**src/rtl/slope_div_arbiter.sv**
```systemverilog
`default_nettype none
// ============================================================================
// Module   : slope_div_arbiter
// Brief    : Round-robin sharing of one 16Q.16 slope divider among NUM_REQ
//            envelope-segment requesters. Defining SLOPE_ARB_CACHE_EN adds a
//            per-requester result cache that bypasses the divider on repeats.
// Revision : 1.0 - initial release
// ============================================================================
module slope_div_arbiter #(
  parameter int NUM_REQ = 4,
  parameter int GNT_W   = 2
) (
  input  logic                  Sys_clk,
  input  logic                  Env_rst_n,
  input  logic                  Env_ce,
  input  logic [NUM_REQ-1:0]    Req,
  input  logic [NUM_REQ*32-1:0] Req_rise,
  input  logic [NUM_REQ*32-1:0] Req_run,
  output logic [NUM_REQ-1:0]    Ack,
  output logic [31:0]           Slope,
  output logic                  Busy,
  output logic                  Div_ce,
  output logic                  Div_sclr,
  output logic                  Div_nd,
  output logic [31:0]           Div_dividend,
  output logic [31:0]           Div_divisor,
  input  logic                  Div_rfd,
  input  logic                  Div_rdy,
  input  logic [31:0]           Div_quotient
);

  typedef enum logic [1:0] {
    S_IDLE  = 2'd0,
    S_ISSUE = 2'd1,
    S_WAIT  = 2'd2,
    S_DONE  = 2'd3
  } state_t;

  localparam logic [GNT_W:0]     c_num_req  = (GNT_W+1)'(NUM_REQ);
  localparam logic [GNT_W-1:0]   c_last_req = GNT_W'(NUM_REQ-1);
  localparam logic [NUM_REQ-1:0] c_ack_one  = {{(NUM_REQ-1){1'b0}}, 1'b1};

  state_t              r_state;
  state_t              w_state_nxt;
  logic                r_sclr;
  logic [GNT_W-1:0]    r_grant;
  logic [GNT_W-1:0]    r_ptr;
  logic [NUM_REQ-1:0]  r_ack;
  logic [31:0]         r_slope;
  logic [31:0]         r_dividend;
  logic [31:0]         r_divisor;

  logic [31:0]         w_rise [NUM_REQ];
  logic [31:0]         w_run  [NUM_REQ];
  logic [GNT_W:0]      w_idx;
  logic [GNT_W-1:0]    w_pick;
  logic                w_any;
  logic [31:0]         w_sel_rise;
  logic [31:0]         w_sel_run;
  logic [31:0]         w_sat;
  logic                w_hit;
  logic [31:0]         w_hit_slope;
  logic                w_div_ce;
  logic                w_div_nd;
  logic                w_res_wr;
  logic [31:0]         w_res_slope;
  logic                w_hit_load;

  for (genvar g = 0; g < NUM_REQ; g++) begin : g_unpack
    assign w_rise[g] = Req_rise[32*g +: 32];
    assign w_run[g]  = Req_run[32*g +: 32];
  end

  // Search upward from the pointer with wrap; the pointer sits one past the last grant.
  always_comb begin
    w_any  = 1'b0;
    w_pick = '0;
    w_idx  = '0;
    for (int i = 0; i < NUM_REQ; i++) begin
      w_idx = {1'b0, r_ptr} + (GNT_W+1)'(i);
      if (w_idx >= c_num_req) w_idx = w_idx - c_num_req;
      if (!w_any && Req[w_idx[GNT_W-1:0]]) begin
        w_any  = 1'b1;
        w_pick = w_idx[GNT_W-1:0];
      end
    end
  end

  assign w_sel_rise = w_rise[w_pick];
  assign w_sel_run  = w_run[w_pick];
  assign w_sat      = w_sel_rise[31] ? 32'h8000_0000 : 32'h7FFF_FFFF;

`ifdef SLOPE_ARB_CACHE_EN
  logic [31:0]        r_c_rise  [NUM_REQ];
  logic [31:0]        r_c_run   [NUM_REQ];
  logic [31:0]        r_c_slope [NUM_REQ];
  logic [NUM_REQ-1:0] r_c_valid;

  assign w_hit       = r_c_valid[w_pick] && (r_c_rise[w_pick] == w_sel_rise) &&
                       (r_c_run[w_pick] == w_sel_run);
  assign w_hit_slope = r_c_slope[w_pick];

  always_ff @(posedge Sys_clk or negedge Env_rst_n) begin
    if (!Env_rst_n) begin
      r_c_valid <= '0;
      for (int i = 0; i < NUM_REQ; i++) begin
        r_c_rise[i]  <= '0;
        r_c_run[i]   <= '0;
        r_c_slope[i] <= '0;
      end
    end else if (w_res_wr) begin
      // Saturated results are written from IDLE, divider results from WAIT.
      if (r_state == S_IDLE) begin
        r_c_rise[w_pick]  <= w_sel_rise;
        r_c_run[w_pick]   <= w_sel_run;
        r_c_slope[w_pick] <= w_res_slope;
        r_c_valid[w_pick] <= 1'b1;
      end else begin
        r_c_rise[r_grant]  <= r_dividend;
        r_c_run[r_grant]   <= r_divisor;
        r_c_slope[r_grant] <= w_res_slope;
        r_c_valid[r_grant] <= 1'b1;
      end
    end
  end
`else
  assign w_hit       = 1'b0;
  assign w_hit_slope = '0;
`endif

  always_comb begin
    w_state_nxt = r_state;
    w_div_ce    = 1'b0;
    w_div_nd    = 1'b0;
    w_res_wr    = 1'b0;
    w_res_slope = Div_quotient;
    w_hit_load  = 1'b0;
    case (r_state)
      S_IDLE: begin
        if (w_any) begin
          if (w_sel_run == 32'd0) begin
            w_state_nxt = S_DONE;
            w_res_wr    = 1'b1;
            w_res_slope = w_sat;
          end else if (w_hit) begin
            w_state_nxt = S_DONE;
            w_hit_load  = 1'b1;
          end else begin
            w_state_nxt = S_ISSUE;
          end
        end
      end
      S_ISSUE: begin
        w_div_ce = 1'b1;
        if (Div_rfd) begin
          w_div_nd    = 1'b1;
          w_state_nxt = S_WAIT;
        end
      end
      S_WAIT: begin
        w_div_ce = 1'b1;
        if (Div_rdy) begin
          w_state_nxt = S_DONE;
          w_res_wr    = 1'b1;
        end
      end
      S_DONE:  w_state_nxt = S_IDLE;
      default: w_state_nxt = S_IDLE;
    endcase
    // A low enable freezes the whole block, divider included.
    if (!Env_ce) begin
      w_state_nxt = r_state;
      w_div_ce    = 1'b0;
      w_div_nd    = 1'b0;
      w_res_wr    = 1'b0;
      w_hit_load  = 1'b0;
    end
  end

  always_ff @(posedge Sys_clk or negedge Env_rst_n) begin
    if (!Env_rst_n) r_state <= S_IDLE;
    else            r_state <= w_state_nxt;
  end

  // Clear is held through reset and one cycle beyond so an in-flight divide aborts.
  always_ff @(posedge Sys_clk or negedge Env_rst_n) begin
    if (!Env_rst_n) r_sclr <= 1'b1;
    else            r_sclr <= 1'b0;
  end

  always_ff @(posedge Sys_clk or negedge Env_rst_n) begin
    if (!Env_rst_n) begin
      r_grant    <= '0;
      r_ptr      <= '0;
      r_ack      <= '0;
      r_slope    <= '0;
      r_dividend <= '0;
      r_divisor  <= '0;
    end else if (Env_ce) begin
      r_ack <= '0;
      if (r_state == S_IDLE && w_any) begin
        r_grant    <= w_pick;
        r_dividend <= w_sel_rise;
        r_divisor  <= w_sel_run;
      end
      if (w_res_wr)        r_slope <= w_res_slope;
      else if (w_hit_load) r_slope <= w_hit_slope;
      if (r_state == S_DONE) begin
        if (Req[r_grant]) r_ack <= c_ack_one << r_grant;
        r_ptr <= (r_grant == c_last_req) ? '0 : r_grant + GNT_W'(1);
      end
    end
  end

  assign Ack          = r_ack;
  assign Slope        = r_slope;
  assign Busy         = (r_state != S_IDLE);
  assign Div_ce       = w_div_ce;
  assign Div_nd       = w_div_nd;
  assign Div_sclr     = r_sclr;
  assign Div_dividend = r_dividend;
  assign Div_divisor  = r_divisor;

endmodule
`default_nettype wire
```
**config.mk**
```make
export PLATFORM = sky130hd
export DESIGN_NAME = slope_div_arbiter
export DESIGN_NICKNAME = d
export VERILOG_FILES = /design/src/rtl/slope_div_arbiter.sv
export SDC_FILE = /design/constraint.sdc
export NUM_CORES = 1
export LEC_CHECK = 0
export ABC_AREA = 1
export ABC_CLOCK_PERIOD_IN_PS = 4000
export CORE_AREA = 8 8 151 153
export CTS_CLUSTER_DIAMETER = 100
export DETAILED_ROUTE_END_ITERATION = 8
export DIE_AREA = 0 0 159 161
export GPL_TIMING_DRIVEN = 0
export PLACE_DENSITY = 0.79
export SYNTH_ARGS = -nofsm -noshare
export SYNTH_HDL_FRONTEND = slang
export SYNTH_SLANG_ARGS = --single-unit
```
**constraint.sdc**
```tcl
create_clock -name Sys_clk -period 4 [get_ports Sys_clk]
set_clock_uncertainty 0.15 [all_clocks]
set_input_delay 1 -clock Sys_clk [delete_from_list [all_inputs] [get_ports Sys_clk]]
set_output_delay 1 -clock Sys_clk [all_outputs]
set_load 0.005 [all_outputs]
```
==> summary.txt, run 1 <==
Outcome
  – Status: completed

Global routing
  – Number of global-route vias before repair: 8692
  – GRT Total Usage: 0.248
  – Initial antenna violation count: 3
  – GRT overflow: 0
  – Largest net degree at the start of global routing: 62
  – First-pass GRT wire length: 50200 um

Routing
  – WL per Instance: 19.5 um
  – First drt pass iteration count: 6
  – Vias/cell: 5.04
  – Iter 0 DRT Violations: 591
  – Final wirelength: 33300 um
  – Antenna viol nets, final: 0
  – Remaining DRCs: 0
  – Via Count: 8611

Setup path
  – Worst EP required: 2.85 ns
  – Peak fanout along the critical path: 10
  – CP Launch Type: input port
  – Critical Path Sink Type: output pin
  – CP arrival: 2.73 ns
  – Crit Path Category: in -> out

Power
  – Pint: 5.15 mW
  – NetSw: 5.01 mW
  – Combinational cell fraction of total power: 0.719
  – Reg power frac: 0.188
  – PD cells: 845 nW/um^2
  – Total chip power: 10.2 mW
  – Switching part of the total power: 0.493
  – Clock network fraction of total power: 0.092
  – Worst vdd ir: 0.576 mV
  – Pleak: 5.50 nW

Timing
  – Hold slack: 0.331 ns
  – Final setup vio count: 0
  – Final Hold Viols: 0
  – Crit path time final: 3.88 ns
  – Final Max Slew Viols: 0
  – Tightest Pin Transition: 0.675 ns
  – Fin crit share: 0.970
  – Worst slew margin: 0.550
  – RSZ-0062 raised after global routing: false
  – Max Freq: 258 MHz

Die
  – Cell Rows: 53
  – Ports: 401
  – Die ar.: 25600 um^2
  – Initial core utilization: 0.336
  – Die X: 159 um
  – Chip height: 161 um
  – Core box area: 20600 um^2

Layout
  – Area growth syn-to-layout: 74.0%
  – Layout cell share with drive strength beyond 1: 0.104
  – Most frequent cells in the layout: 395 x clkdlybuf4s50_1, 344 x nand2_1, 106 x dfrtp_1
  – # nets final: 1729
  – Area occupied by registers: 2680 um^2
  – Commonest non-fill, non-tap cell in the layout: clkdlybuf4s50_1
  – Number of fill cells: 1864
  – Multi-input logic area: 3790 um^2

CTS
  – Max H-tree Level: 3
  – Worst-skew pair later-pin latency: 0.35 ns
  – Max Root-Sink Buffers: 2
  – Clock sinks: 107
  – TritonCTS clock tree: yes
  – Clk pin slew, worst setup/hold paths: 0.09 ns
  – TritonCTS buffer count: 9
  – Post-CTS Hold Buffers: 0
  – Clk root buf: clkbuf_16

Synthesis
  – Flops & latches, synth: 107
  – Post-Syn Area: 6910 um^2
  – Syn nets: 1303
  – Yosys warns: 0
  – Average size of a mapped cell: 6.93 um^2
  – Synth cell types: 31
  – Register area share after synthesis: 0.388
  – Cells after synthesis: 998

Placed design
  – IO buf count: 400
  – GP Congestion: 0.909
  – Final HPWL DP: 26600 um

Hold path
  – Min-delay worst type: reg -> reg

Run
  – Max-cap violation count: 0
-- critical path: stages --
cell             delay [ns]
clkdlybuf4s50_1        0.54
buf_2                  0.27
buf_2                  0.27
nand2_1                0.08
inv_1                  0.06
clkdlybuf4s50_1        0.52
-- area by class of cell --
| cell class | instances | share of cell area |
|---|---|---|
| buffer | 63 | 0.0372 |
| clock inverter | 7 | 0.00666 |
| inverter | 60 | 0.0202 |
| clock buffer | 9 | 0.0187 |
| multi-input combinational | 765 | 0.315 |
| sequential | 107 | 0.223 |
| tap | 275 | 0.0286 |
| timing repair buffer | 418 | 0.350 |
| antenna | 3 | 0.000624 |
-- registers in the layout, summed over array words and instances, names as in the netlist --
name	flops
Ack	4
Div_dividend	32
Div_divisor	32
Div_sclr	1
Slope	32
r_grant	2
r_ptr	2
r_state	2
-- final timing paths --
path | from | end | slack [ns] | cells after the start
max in group asynchronous | Env_rst_n | Div_sclr | 2.41 | 2
hold reg to reg | Div_dividend[9] | Div_dividend[9] | 0.33 | 2
min in group asynchronous | Env_rst_n | Div_dividend[5] | 0.51 | 1
setup reg to reg | r_ptr[0] | Slope[4] | 0.59 | 24
setup / recovery | Env_ce | Div_ce | 0.12 | 6
hold / removal | Div_dividend[9] | Div_dividend[9] | 0.33 | 2
-- synthesized netlist by cell type --
cell type / number / area [um^2]
o22ai_1: 10 / 62.6
clkbuf_1: 34 / 128
inv_6: 1 / 8.76
dfstp_2: 1 / 26.3
conb_1: 1 / 3.75
o31ai_1: 1 / 7.51
o21ai_0: 64 / 320
a32o_1: 1 / 10.0
dfrtp_1: 106 / 2650
o211ai_1: 33 / 248
buf_1: 1 / 3.75
buf_4: 6 / 45.0
a21oi_1: 38 / 190
mux2i_1: 18 / 180
nand2_4: 2 / 22.5
ha_1: 8 / 100
buf_2: 18 / 90.1
nand3_4: 2 / 35.0
nor2_1: 85 / 319
inv_2: 5 / 18.8
nand3_1: 78 / 390
nor2_2: 11 / 68.8
nor2_4: 2 / 22.5
nand2_1: 363 / 1360
nand4_1: 28 / 175
inv_1: 54 / 203
a221oi_1: 1 / 8.76
nand3_2: 3 / 30.0
or2_2: 15 / 93.8
nand2_2: 1 / 6.26
buf_6: 7 / 78.8
-- timing repair --
| item | CTS | global route |
|---|---|---|
| resized for setup | 16 | 83 |
| endpoints found under the setup margin | 78 | 81 |
| setup buffers | 0 | 15 |
| pin swaps | 0 | 15 |
| endpoints found under the hold margin | 0 | 0 |
| cloned | 0 | 2 |
-- through the flow --
| stage | setup slack (ns) | util | TNS (ns) | instances | instance area (um^2) |
|---|---|---|---|---|---|
| after detailed placement | -0.684 | 0.549 | -41.71 | 1674 | 11300 |
| final | 0.118 | 0.585 | 0 | 1707 | 12000 |
| after global placement | -2.50 | 0.548 | -304.19 | 1673 | 11300 |
| after floorplan | 0.656 | - | 0 | 998 | 6910 |
| after global routing | 0.0242 | 0.585 | 0 | 1707 | 12000 |
| after CTS | 0.000933 | 0.566 | 0 | 1689 | 11600 |
-- power by group through the flow --
stage	clock [mW]	combinational (mW)	sequential [mW]
after global placement	0	6.58	1.90
after detailed placement	0	6.67	1.92
after global routing	1.00	7.99	1.97
final	0.940	7.31	1.91
after CTS	0.955	6.75	1.91
after floorplan	0	3.67	1.92
-- cell families after synthesis --
group	count (synthesis)	share of synthesized area
flip-flops	107	0.388
other	1	0.000543
buffers and inverters	126	0.0833
adder cells (fa/ha/maj)	8	0.0145
multiplexers	18	0.0261
AND/OR/NAND/NOR	590	0.365
AO/OA/AOI/OAI	148	0.123
-- metal layers --
layer  share of wire  vias up  routed length [um]  GRT usage
met5               0        -                   0          0
met4           0.031        0                1020     0.0901
met3           0.086       57                2870     0.0692
met2            0.49      442               16500      0.431
met1            0.39     3999               12900      0.287
li1                -     4113                   -          -
Power figures use the tool's default switching activity.
==> run 2: changes to the inputs <==
Settings changed: HOLD_SLACK_MARGIN set to 0.03.
==> results of run 2 <==
No change in the layout: final DEF, timing and power equal those of run 1.
